==> src/rtl/crc_sched_if.sv <==
// crc_sched_if: bundle of the requester, result and CRC-engine register
// signals around crc_sched.
//   req_*     : two requester beat streams (valid/ready/last/data/size)
//   cfg_*     : per-requester CRC configuration (poly/init/xor/reflect)
//   res_*     : result handshake (valid/ready/crc/id)
//   eng_*     : CRC engine register port (cs/rs/wrl/d driven, q returned)
// Modport slave is taken by crc_sched; master is the surrounding system.
interface crc_sched_if;
    logic [1:0]       req_valid;
    logic [1:0]       req_ready;
    logic [1:0]       req_last;
    logic [1:0][31:0] req_data;
    logic [1:0][1:0]  req_size;
    logic [1:0][31:0] cfg_poly;
    logic [1:0][31:0] cfg_init;
    logic [1:0][31:0] cfg_xor;
    logic [1:0][1:0]  cfg_refl;
    logic             res_valid;
    logic             res_ready;
    logic [31:0]      res_crc;
    logic             res_id;
    logic             eng_cs;
    logic [1:0]       eng_rs;
    logic [3:0]       eng_wrl;
    logic [31:0]      eng_d;
    logic [31:0]      eng_q;

    modport slave (
        input  req_valid, req_last, req_data, req_size,
        input  cfg_poly, cfg_init, cfg_xor, cfg_refl,
        input  res_ready, eng_q,
        output req_ready, res_valid, res_crc, res_id,
        output eng_cs, eng_rs, eng_wrl, eng_d
    );

    modport master (
        output req_valid, req_last, req_data, req_size,
        output cfg_poly, cfg_init, cfg_xor, cfg_refl,
        output res_ready, eng_q,
        input  req_ready, res_valid, res_crc, res_id,
        input  eng_cs, eng_rs, eng_wrl, eng_d
    );
endinterface

==> src/rtl/crc_sched.sv <==
// crc_sched: arbitrates two packet requesters onto one shared CRC engine.
// A granted packet loads init and polynomial into the engine, streams its
// beats (waiting on the engine status bit after each), reads the result
// back, XORs it with the owner's final-XOR value and offers it on res_*.
// Ports:
//   clk   : clock, everything on posedge
//   rst_n : synchronous active-low reset
//   bus   : crc_sched_if.slave (requesters, config, result, engine port)
// Parameter RR: 1 = round-robin between requesters, 0 = requester 0 wins.
module crc_sched #(
    parameter bit RR = 1'b1
) (
    input  logic        clk,
    input  logic        rst_n,
    crc_sched_if.slave  bus
);

    typedef enum logic [2:0] {
        IDLE    = 3'd0,
        LD_INIT = 3'd1,
        LD_POLY = 3'd2,
        WR_DATA = 3'd3,
        WAIT    = 3'd4,
        RD_RES  = 3'd5,
        OUT     = 3'd6
    } state_t;

    // Engine byte-lane write mask for a beat size code.
    function automatic logic [3:0] size_to_wrl(input logic [1:0] sz);
        logic [3:0] wrl;
        case (sz)
            2'd0:    wrl = 4'b0001;
            2'd1:    wrl = 4'b0011;
            default: wrl = 4'b1111;
        endcase
        return wrl;
    endfunction

    state_t      state_q, state_d;
    logic        owner_q, owner_d;
    logic        last_grant_q, last_grant_d;
    logic        beat_last_q, beat_last_d;
    logic [31:0] res_crc_q, res_crc_d;
    logic        res_id_q, res_id_d;

    logic        grant_s;
    logic [1:0]  req_ready_s;
    logic        eng_cs_s;
    logic [1:0]  eng_rs_s;
    logic [3:0]  eng_wrl_s;
    logic [31:0] eng_d_s;

    // Arbitration: with both valid, round-robin picks the one not granted
    // last; fixed priority always picks requester 0.
    always_comb begin
        case (bus.req_valid)
            2'b11:   grant_s = RR ? ~last_grant_q : 1'b0;
            2'b10:   grant_s = 1'b1;
            2'b01:   grant_s = 1'b0;
            default: grant_s = 1'b0;
        endcase
    end

    // Next-state and engine/requester outputs for the packet sequencer.
    always_comb begin
        state_d      = state_q;
        owner_d      = owner_q;
        last_grant_d = last_grant_q;
        beat_last_d  = beat_last_q;
        res_crc_d    = res_crc_q;
        res_id_d     = res_id_q;
        req_ready_s  = 2'b00;
        eng_cs_s     = 1'b0;
        eng_rs_s     = 2'b00;
        eng_wrl_s    = 4'b0000;
        eng_d_s      = 32'h0000_0000;
        case (state_q)
            IDLE: begin
                if (|bus.req_valid) begin
                    owner_d      = grant_s;
                    last_grant_d = grant_s;
                    state_d      = LD_INIT;
                end else begin
                    state_d      = IDLE;
                end
            end
            LD_INIT: begin
                eng_cs_s  = 1'b1;
                eng_rs_s  = 2'b00;
                eng_wrl_s = 4'b1111;
                eng_d_s   = bus.cfg_init[owner_q];
                state_d   = LD_POLY;
            end
            LD_POLY: begin
                eng_cs_s  = 1'b1;
                eng_rs_s  = 2'b01;
                eng_wrl_s = 4'b1111;
                eng_d_s   = bus.cfg_poly[owner_q];
                state_d   = WR_DATA;
            end
            WR_DATA: begin
                // Ready is offered whether or not the owner has a beat;
                // a missing beat just leaves the engine port idle.
                req_ready_s = owner_q ? 2'b10 : 2'b01;
                if (bus.req_valid[owner_q]) begin
                    eng_cs_s    = 1'b1;
                    eng_rs_s    = {1'b1, bus.cfg_refl[owner_q][0]};
                    eng_wrl_s   = size_to_wrl(bus.req_size[owner_q]);
                    eng_d_s     = bus.req_data[owner_q];
                    beat_last_d = bus.req_last[owner_q];
                    state_d     = WAIT;
                end else begin
                    state_d     = WR_DATA;
                end
            end
            WAIT: begin
                // Status read: eng_q[0] reports the engine idle again.
                eng_cs_s  = 1'b1;
                eng_rs_s  = 2'b01;
                eng_wrl_s = 4'b0000;
                if (bus.eng_q[0]) begin
                    state_d = beat_last_q ? RD_RES : WR_DATA;
                end else begin
                    state_d = WAIT;
                end
            end
            RD_RES: begin
                eng_cs_s  = 1'b1;
                eng_rs_s  = {bus.cfg_refl[owner_q][1], 1'b0};
                eng_wrl_s = 4'b0000;
                res_crc_d = bus.eng_q ^ bus.cfg_xor[owner_q];
                res_id_d  = owner_q;
                state_d   = OUT;
            end
            OUT: begin
                if (bus.res_ready) begin
                    state_d = IDLE;
                end else begin
                    state_d = OUT;
                end
            end
            default: begin
                state_d = IDLE;
            end
        endcase
    end

    // State and result registers; reset leaves requester 0 favoured next.
    always_ff @(posedge clk) begin
        if (!rst_n) begin
            state_q      <= IDLE;
            owner_q      <= 1'b0;
            last_grant_q <= 1'b1;
            beat_last_q  <= 1'b0;
            res_crc_q    <= 32'h0000_0000;
            res_id_q     <= 1'b0;
        end else begin
            state_q      <= state_d;
            owner_q      <= owner_d;
            last_grant_q <= last_grant_d;
            beat_last_q  <= beat_last_d;
            res_crc_q    <= res_crc_d;
            res_id_q     <= res_id_d;
        end
    end

    assign bus.req_ready = req_ready_s;
    assign bus.res_valid = (state_q == OUT);
    assign bus.res_crc   = res_crc_q;
    assign bus.res_id    = res_id_q;
    assign bus.eng_cs    = eng_cs_s;
    assign bus.eng_rs    = eng_rs_s;
    assign bus.eng_wrl   = eng_wrl_s;
    assign bus.eng_d     = eng_d_s;

endmodule
==> src/flat_wrapper.sv <==
// flat-port wrapper written by rule: the top's interface ports become plain ports
module crc_sched_flat 
#(
    parameter bit RR = 1'b1
)
  (clk, rst_n, bus_req_valid, bus_req_last, bus_req_data, bus_req_size, bus_cfg_poly, bus_cfg_init, bus_cfg_xor, bus_cfg_refl, bus_res_ready, bus_eng_q, bus_req_ready, bus_res_valid, bus_res_crc, bus_res_id, bus_eng_cs, bus_eng_rs, bus_eng_wrl, bus_eng_d);
  crc_sched_if bus_i ();
  input  logic clk;
  input  logic rst_n;
  input wire logic [$bits(bus_i.req_valid)-1:0] bus_req_valid;
  input wire logic [$bits(bus_i.req_last)-1:0] bus_req_last;
  input wire logic [$bits(bus_i.req_data)-1:0] bus_req_data;
  input wire logic [$bits(bus_i.req_size)-1:0] bus_req_size;
  input wire logic [$bits(bus_i.cfg_poly)-1:0] bus_cfg_poly;
  input wire logic [$bits(bus_i.cfg_init)-1:0] bus_cfg_init;
  input wire logic [$bits(bus_i.cfg_xor)-1:0] bus_cfg_xor;
  input wire logic [$bits(bus_i.cfg_refl)-1:0] bus_cfg_refl;
  input wire logic [$bits(bus_i.res_ready)-1:0] bus_res_ready;
  input wire logic [$bits(bus_i.eng_q)-1:0] bus_eng_q;
  output wire logic [$bits(bus_i.req_ready)-1:0] bus_req_ready;
  output wire logic [$bits(bus_i.res_valid)-1:0] bus_res_valid;
  output wire logic [$bits(bus_i.res_crc)-1:0] bus_res_crc;
  output wire logic [$bits(bus_i.res_id)-1:0] bus_res_id;
  output wire logic [$bits(bus_i.eng_cs)-1:0] bus_eng_cs;
  output wire logic [$bits(bus_i.eng_rs)-1:0] bus_eng_rs;
  output wire logic [$bits(bus_i.eng_wrl)-1:0] bus_eng_wrl;
  output wire logic [$bits(bus_i.eng_d)-1:0] bus_eng_d;
  assign bus_i.req_valid = bus_req_valid;
  assign bus_i.req_last = bus_req_last;
  assign bus_i.req_data = bus_req_data;
  assign bus_i.req_size = bus_req_size;
  assign bus_i.cfg_poly = bus_cfg_poly;
  assign bus_i.cfg_init = bus_cfg_init;
  assign bus_i.cfg_xor = bus_cfg_xor;
  assign bus_i.cfg_refl = bus_cfg_refl;
  assign bus_i.res_ready = bus_res_ready;
  assign bus_i.eng_q = bus_eng_q;
  assign bus_req_ready = bus_i.req_ready;
  assign bus_res_valid = bus_i.res_valid;
  assign bus_res_crc = bus_i.res_crc;
  assign bus_res_id = bus_i.res_id;
  assign bus_eng_cs = bus_i.eng_cs;
  assign bus_eng_rs = bus_i.eng_rs;
  assign bus_eng_wrl = bus_i.eng_wrl;
  assign bus_eng_d = bus_i.eng_d;
  crc_sched #(.RR(RR)) u_core (.clk(clk), .rst_n(rst_n), .bus(bus_i));
endmodule
==> config.mk <==
export PLATFORM = sky130hd
export DESIGN_NAME = crc_sched_flat
export DESIGN_NICKNAME = d
export VERILOG_FILES = /design/src/rtl/crc_sched_if.sv /design/src/rtl/crc_sched.sv /design/src/flat_wrapper.sv
export SDC_FILE = /design/constraint.sdc
export NUM_CORES = 1
export LEC_CHECK = 0
export BUFFER_PORTS_ARGS = -buffer_cell sky130_fd_sc_hd__clkbuf_2
export CORE_AREA = 2 2 149 151
export DETAILED_ROUTE_END_ITERATION = 6
export DIE_AREA = 0 0 151 153
export GPL_ROUTABILITY_DRIVEN = 0
export GPL_TIMING_DRIVEN = 0
export SYNTH_ARGS = -nofsm -noshare
export SYNTH_HDL_FRONTEND = slang
export SYNTH_SLANG_ARGS = --single-unit
==> constraint.sdc <==
create_clock -name clk -period 2.45 [get_ports clk]
set_input_delay 0.1225 -clock clk [delete_from_list [all_inputs] [get_ports clk]]
set_output_delay 0.1225 -clock clk [all_outputs]
set_load 0.1 [all_outputs]
-- After elaboration in Yosys (flattened, before gate mapping)
Cells that the tools add are included.
- multipliers: 0
- reduce and logical (&&, ||, !) cells: 8
- add/sub/neg operators: 0
- bitwise operators: 2
- shifts and indexed selects: 0
- multiplexer cells: 34
- divide/modulo/power cells: 0
- equal/unequal tests: 9
- order comparisons: 1
- operator list (operator ; number):
    32-bit 2-to-1 mux ; 9
    32-bit case mux with 3 select lines ; 1
    32-bit XOR ; 1
    3-bit case mux with 7 select lines ; 1
    4-bit case mux with 2 select lines ; 2
    2-bit 2-to-1 mux ; 7
    3-bit 2-to-1 mux ; 4
    3-bit == test (second input constant) ; 3
    3-bit by 2-bit == test with 1-bit output (second input constant) ; 2
    1-bit 2-to-1 mux ; 6
    2-bit case mux with 3 select lines ; 1
    2-bit OR reduction ; 3
    2-bit == test (second input constant) ; 2
    4-bit 2-to-1 mux ; 1
    1-bit case mux with 2 select lines ; 2
    2-bit AND reduction ; 2
    4-bit OR reduction ; 1
    3-bit by 1-bit == test with 1-bit output (second input constant) ; 1
    3-bit logical NOT ; 1
    2-bit by 1-bit == test with 1-bit output (second input constant) ; 1
    2-bit logical NOT ; 1
    1-bit by 2-bit < comparator with 1-bit output (second input constant) ; 1
    1-bit NOT ; 1
- RAM bits: 0
- bits in latches: 0
- output and inout bits: 75
- memories kept: 0
- memory bits (read-only): 0
- input port bits: 303
- flip-flop bits (word level): 39

-- Depth between registers and ports, before layout
Gate-level depths: netlist of run 1.
- depth after elaboration: 6
- gate-level depth with buffers: 6

-- Worst setup path before layout of run 1
OpenSTA, ideal clock, no wires.
- kind: reg2out
- from: register u_core.state_q[2]
- to: output port bus_eng_wrl[3]
- setup slack: -1.270 ns
- arrival time: 3.597 ns
- cell stages (with the launch flop): 7
- cells stage by stage: dfxtp_1 buf_4 and3b_1 buf_4 nand2_4 o21ai_0 buf_4
- word-level cells in the longest chain between the ends: 3
- elaborated cells between the ends (all ways): 5
- classes of those cells: eq/ne: 3; mux: 1; reduce/logical: 1
- ends and longest elaborated chain (what ; line ; RTL):
    start: declaration ; crc_sched.sv:39 ; state_t state_q, state_d;
    start signal: assignment ; crc_sched.sv:158 ; state_q <= state_d;
    3-bit by 1-bit == test with 1-bit output / 3-bit by 2-bit == test with 1-bit output (equally long branches) ; crc_sched.sv:77 ; case (state_q)
    2-bit OR reduction (no source line) ; n/a ;
    4-bit case mux with 2 select lines * ; crc_sched.sv:77 ;
    end: declaration ; flat_wrapper.sv:26 ; output wire logic [$bits(bus_i.eng_wrl)-1:0] bus_eng_wrl;
Mark *: on every way between the ends. The rest lies on a longest branch, timed or not.

-- Final worst setup path of run 1
- from: register u_core.owner_q
- to: output port bus_eng_d[21]
- word-level cells in the longest chain between the ends: 4
- elaborated cells between the ends (all ways): 10
- classes of those cells: mux: 10
- ends and longest elaborated chain (what ; line ; RTL):
    start: declaration ; crc_sched.sv:40 ; logic owner_q, owner_d;
    start signal: assignment ; crc_sched.sv:159 ; owner_q <= owner_d;
    32-bit 2-to-1 mux (not written as such) / 1-bit 2-to-1 mux (equally long branches) (2 in a row) ; crc_sched.sv:109, crc_sched.sv:105 ;
    32-bit 2-to-1 mux ; crc_sched.sv:105 ; if (bus.req_valid[owner_q]) begin
    32-bit case mux with 3 select lines * ; crc_sched.sv:77 ;
    end: declaration ; flat_wrapper.sv:27 ; output wire logic [$bits(bus_i.eng_d)-1:0] bus_eng_d;
Mark *: on every way between the ends. The rest lies on a longest branch, timed or not. The select of a mux whose other input is x is not followed.

==> impl_metrics.csv, run 1 <==
group,metric,value,unit
route,ant_nets,0,
final_layout,area_delta_synth_final,68.8,%
global_routing,grtUsageTotal,14.5,%
final_layout,post-route-util,30.3,%
setup_path,crit-reg2reg-launch,"u_core.state_q[2]",
floorplan,die_h,153,um
timing,fin_ws,117,ps
final_layout,fin_area,0.00651,mm^2
floorplan,die_x,151,um
setup_path,worst_setup_path_start_kind,"flop",
setup_path,path_cells,"buf_4, buf_4, clkbuf_4, mux2i_1, o221ai_2, clkbuf_2",
final_layout,register_area,781,um^2
clocking,htreeDepth,2,
yosys,synth_nets,698,
clocking,cts_tree,"done",
yosys,synth-edff-count,0,
timing,post-route-min-period,2330,ps
final_layout,antenna_cells,0,
final_layout,nNetsFinal,1084,
setup_path,crit_type,"reg -> out",
placement,pre_cts_ws,252,ps
flow_run,maxCapViolCount,0,
global_routing,grt_pass1_wl,25200,um
timing,finalHoldViolCount,0,
floorplan,rows,54,
placement,hpwl,15400,um
global_routing,grt_max_degree,13,
setup_path,cp_top_family,"buffers and inverters",
yosys,syn_area,0.00386,mm^2
clocking,clock-sinks,39,
timing,tightest_slew,579,ps
timing,slew_viol_final,0,
clocking,clk_pin_slew,50,ps
floorplan,die-area,0.0231,mm^2
setup_path,endpoint_kind,"output pin",
power,peakVddDrop,289,uV
setup_path,critical_path_arrival,2210,ps
hold_path,hold_path_class,"in -> reg",
clocking,cts_buffers,5,
placement,dpl_cell_area,0.00627,mm^2
final_layout,n_fill_cell,2311,
floorplan,start_util,17.9,%
power,p_leak,0.00315,uW
route,drc,0,
final_layout,multi_input_area,0.00296,mm^2
global_routing,antenna_found_initial,0,
timing,fin_skew,8.64,ps
timing,setup_viol_count_final,0,
yosys,ys_warn_count,0,
global_routing,grt_pass1_vias,4495,
route,wl,17900,um
setup_path,slowest_stage,"clkbuf_2",
setup_path,max_stage_delay,390,ps
yosys,synth_flop_cell,"dfxtp_1",
clocking,cts-root-buf,"clkbuf_16",
floorplan,io_pins,378,
setup_path,crit_path_start,"u_core.owner_q",
route,first_pass_iters,4,
yosys,yosysSeqAreaShare,20.2,%
route,vias,4520,
global_routing,overflow,0,
timing,maxSlewHeadroom,61.5,%
hold_path,min_from,"rst_n",
setup_path,cp_max_fo,10,
final_layout,drive_above_1_share,62.2,%
yosys,ys_async_sr_fraction,0,%
clocking,clock_latency,280,ps
setup_path,required,2330,ps
status,status,"complete, no violations",
timing,fmax,429,MHz
route,routedWlPerCell,16.9,um
yosys,avgSynthCellArea,9.76,um^2
placement,io_buffer_count,377,
clocking,cts_buffer_depth,2,
power,powerDensity,528,mW/mm^2
route,vias_per_cell,4.26,
yosys,syn_inst,395,
floorplan,core-area,0.0215,mm^2
timing,fin_crit_sh,95.2,%
yosys,ys_seq_elements,39,
yosys,synth_cell_types,41,
timing,rsz0062_at_grt,"false",
setup_path,cpMostUsedCell,"buf_4",
route,drt_iter0_drc,84,
setup_path,crit_buf_inv,4,
[worst paths after layout]
kind / depth (start not counted) / endpoint / slack, ps
worst max-delay path: 6 / bus_eng_d[21] / 120
worst min-delay path: 2 / u_core.last_grant_q / 70
worst max register to register: 5 / u_core.bus.res_crc[19] / 810
worst min register to register: 1 / u_core.bus.res_crc[17] / 480
[cells in the mapped netlist (2+ instances only)]
master | n | share of area, %
xnor2_1 | 32 | 7.3
a31oi_1 | 2 | 0.32
buf_6 | 9 | 2.6
and3b_1 | 2 | 0.45
and2_1 | 3 | 0.49
mux2_2 | 8 | 2.3
a21oi_1 | 5 | 0.65
nor2_1 | 3 | 0.29
mux2_4 | 20 | 7.8
nand2_1 | 39 | 3.8
nor3b_1 | 2 | 0.39
buf_2 | 10 | 1.3
o21ai_0 | 3 | 0.39
mux2_1 | 5 | 1.5
o221ai_1 | 32 | 7.3
nand2b_1 | 3 | 0.49
buf_4 | 14 | 2.7
nand3_1 | 4 | 0.52
mux2i_1 | 101 | 26
clkbuf_4 | 4 | 0.78
o21bai_1 | 2 | 0.39
nor2b_1 | 3 | 0.49
a22o_1 | 33 | 7.5
dfxtp_1 | 39 | 20
[final cells by class]
cell class | instances | area share [%]
Multi-Input combinational cell | 317 | 45.5
Timing Repair Buffer | 379 | 30.1
Sequential cell | 39 | 12.0
Tap cell | 280 | 5.38
Buffer | 38 | 4.46
Clock buffer | 5 | 1.92
Clock inverter | 2 | 0.577
Inverter | 1 | 0.0577
[sequential cells by signal, indices dropped and copies added (netlist names)]
signal / cells
u_core.beat_last_q: 1
u_core.bus.res_crc: 32
u_core.bus.res_id: 1
u_core.last_grant_q: 1
u_core.owner_q: 1
u_core.state_q: 3
[metal layers]
metal / share of wire [%] / GRT usage (%) / wire, um
met1: 39 / 16.5 / 7060
met2: 52 / 28.1 / 9270
met3: 7.9 / 2.18 / 1420
met4: 0.96 / 2.80 / 172
met5: 0 / 0 / 0
[timing repair]
item / in CTS / in global routing
gates resized for setup: 5 / 37
gates cloned: 0 / 0
hold buffers: 0 / 0
setup endpoints to repair: 4 / 29
hold endpoints to repair: 0 / 0
buffers inserted: 0 / 2
[through the flow]
stage / cells / hold slack (ps) / total power, uW / TNS (ps)
after CTS: 1059 / 57.7 / 3460 / 0
after global placement: 1052 / 360 / 2690 / 0
after global routing: 1061 / 67.3 / 3590 / 0
after floorplan: 395 / 202 / 2170 / -1040
after detailed placement: 1052 / 360 / 2700 / 0
final: 1061 / 67.4 / 3430 / 0
[where the power goes]
group / internal (uW) / total [uW] / switching, uW
Combinational: 674 / 2040 / 1370
Clock: 475 / 734 / 259
Sequential: 646 / 656 / 9.81
Total: 1790 / 3430 / 1640
[cell usage in the layout, fill, tap and decap left out, types with 2 or more instances in the layout]
| master | count |
|---|---|
| o21bai_1 | 2 |
| o221ai_2 | 27 |
| buf_6 | 9 |
| o21ai_1 | 3 |
| and3b_1 | 2 |
| nor3b_1 | 2 |
| mux2_2 | 8 |
| nor2b_1 | 3 |
| nand2b_1 | 3 |
| xnor2_1 | 32 |
| buf_2 | 11 |
| a22o_1 | 33 |
| mux2_1 | 5 |
| nor2_1 | 3 |
| clkbuf_2 | 354 |
| nand2_1 | 39 |
| mux2_4 | 20 |
| clkbuf_4 | 26 |
| o221ai_1 | 5 |
| and2_1 | 3 |
| mux2i_1 | 100 |
| nand3_1 | 4 |
| dfxtp_1 | 39 |
| a21oi_1 | 4 |
| a31oi_1 | 2 |
| clkbuf_16 | 5 |
| buf_4 | 16 |
[cell families (layout without fill, tap and decap cells)]
group,Yosys count,count (layout),share of synthesized area [%]
simple gates,67,67,9.12
flops,39,39,20.2
buf+inv,39,425,7.62
mux,134,134,37.8
xor+xnor,32,32,7.27
compound gates,84,84,17.9
No activity file was read; power rests on OpenSTA's default activity.
==> inputs of run 2 (changes only) <==
--- a/config.mk
+++ b/config.mk
@@ -12,4 +12,5 @@
 export GPL_ROUTABILITY_DRIVEN = 0
 export GPL_TIMING_DRIVEN = 0
+export REMOVE_ABC_BUFFERS = 1
 export SYNTH_ARGS = -nofsm -noshare
 export SYNTH_HDL_FRONTEND = slang
==> constraint.sdc (replaced) <==
create_clock -name clk -period 2.45 [get_ports clk]
set_input_delay 0.1225 -clock clk [delete_from_list [all_inputs] [get_ports clk]]
set_output_delay 0.1225 -clock clk [all_outputs]
set_load 0.01 [all_outputs]
==> impl_metrics.csv, run 2 (same netlist as run 1, synthesis figures left out) <==
group,metric,value,unit
route,routedWlPerCell,15.1,um
setup_path,cp_top_family,"buffers and inverters",
power,totalPowerFinal,2550,uW
floorplan,die_h,153,um
flow_run,maxCapViolCount,0,
status,status,"complete, no violations",
route,wl,15600,um
clocking,clock_latency,280,ps
power,p_int,1720,uW
timing,post-route-min-period,2320,ps
setup_path,rr_worst_depth,3,
final_layout,final_cell_mix,"clkbuf_2 (377), mux2i_1 (101), nand2_1 (39), dfxtp_1 (35), a22o_1 (33)",
timing,slew_viol_final,0,
timing,fin_skew,2.82,ps
setup_path,cp_max_fo,39,
setup_path,max_stage_delay,560,ps
setup_path,crit-reg2reg-launch,"u_core.state_q[1]",
setup_path,endpoint_kind,"output pin",
power,p_seq_share,27.1,%
route,vias_per_cell,4.21,
hold_path,hold_path_class,"in -> reg",
setup_path,reg2reg_slack,300,ps
floorplan,die-area,0.0231,mm^2
setup_path,slowest_stage,"dfxtp_4",
power,power_frac_comb,44.7,%
placement,io_buffer_count,377,
floorplan,die_x,151,um
timing,finalHoldViolCount,0,
setup_path,crit_type,"reg -> out",
global_routing,grt_pass1_wl,22400,um
placement,hpwl,12200,um
timing,maxSlewHeadroom,13.9,%
clocking,cts_buffers,5,
global_routing,overflow,0,
final_layout,drive_above_1_share,57.7,%
global_routing,grt_pass1_vias,4116,
hold_path,min_to,"u_core.last_grant_q",
power,clock_power_share,28.3,%
power,powerDensity,411,mW/mm^2
final_layout,largest_reg_flops,32,
route,drc,0,
floorplan,rows,54,
floorplan,io_pins,378,
timing,whs,82.9,ps
hold_path,hold-path-cell-count,2,
timing,tightest_slew,1290,ps
route,ant_nets,0,
setup_path,crit_buf_inv,3,
global_routing,grt_max_degree,59,
power,swShare,32.4,%
timing,final.setup.tns,0,ps
power,p_leak,0.00300,uW
power,power.switching,827,uW
setup_path,worst_setup_path_start_kind,"flop",
clocking,clk_pin_slew,60,ps
route,drt_iter0_drc,142,
setup_path,critical_path_arrival,2190,ps
clocking,htreeDepth,2,
floorplan,start_util,17.9,%
timing,fin_crit_sh,94.6,%
clocking,clock-sinks,39,
global_routing,grtUsageTotal,12.4,%
hold_path,min_from,"rst_n",
final_layout,area_delta_synth_final,60.6,%
final_layout,nNetsFinal,1053,
route,vias,4338,
setup_path,required,2330,ps
clocking,cts_buffer_depth,2,
setup_path,r2r-end,"u_core.bus.res_crc[28]",
route,first_pass_iters,4,
timing,fmax,432,MHz
clocking,cts-root-buf,"clkbuf_16",
final_layout,antenna_cells,0,
timing,rsz0062_at_grt,"false",
timing,setup_viol_count_final,0,
clocking,cts_tree,"done",
clocking,holdBufCountCts,0,
setup_path,path_cells,"buf_16, buf_12, mux2_2, nand2_1, o221ai_1, clkbuf_2",
final_layout,layout_commonest_cell,"clkbuf_2",
global_routing,antenna_found_initial,0,
floorplan,core-area,0.0215,mm^2
power,peakVddDrop,233,uV
## run 2: per-stage QoR
stage	setup WS (ps)	area (um^2)	utilization [%]	cells
6_report	133	6190	28.8	1031
4_1_cts	9.87	6140	28.6	1029
2_1_floorplan	-3720	3570	-	357
5_1_grt	17.9	6190	28.8	1031
3_5_place_dp	-235	5870	27.3	1017
3_3_place_gp	-5090	5800	27.0	1014
## run 2: power groups by stage
| stage | sequential, uW | clock (uW) | combinational (uW) |
|---|---|---|---|
| finish | 689 | 721 | 1140 |
| global route | 693 | 774 | 1230 |
| CTS | 689 | 739 | 1130 |
| detailed placement | 717 | 0 | 1060 |
| global placement | 777 | 0 | 1100 |
| floorplan | 754 | 0 | 628 |
## run 2: how the worst max path moves through the flow
stage	to	cells past startpoint	start	slack [ps]
2_1_floorplan	bus_eng_wrl[2]	3	u_core.owner_q	-3720
3_5_place_dp	bus_eng_d[7]	5	u_core.owner_q	-230
5_1_grt	bus_eng_d[7]	6	u_core.owner_q	20
4_1_cts	bus_eng_d[7]	5	u_core.owner_q	10
3_3_place_gp	bus_eng_d[7]	4	u_core.owner_q	-5090
6_report	bus_eng_d[2]	6	u_core.owner_q	130
## run 2: metal layers
layer	vias up	GRT usage, %	share of wire (%)
li1	2211	-	-
met4	0	1.91	0.92
met3	14	2.69	7.3
met5	-	0	0
met2	175	21.1	48
met1	1938	16.3	44
## run 2: timing repair
item	in CTS	in global routing
gates cloned	1	1
gates resized for setup	5	2
buffers inserted	3	1
endpoints found under the hold margin	0	0
endpoints found under the setup margin	37	27
## run 2: cell type report
class / instances / area [um^2]
flip-flops and latches: 39 / 788
inverters: 1 / 3.75
multi-input cells: 318 / 2820
repair buffers: 385 / 2060
clock buffers: 7 / 164
well taps: 280 / 350
clock inverters: 1 / 5.00
fillers: 2334 / 15300
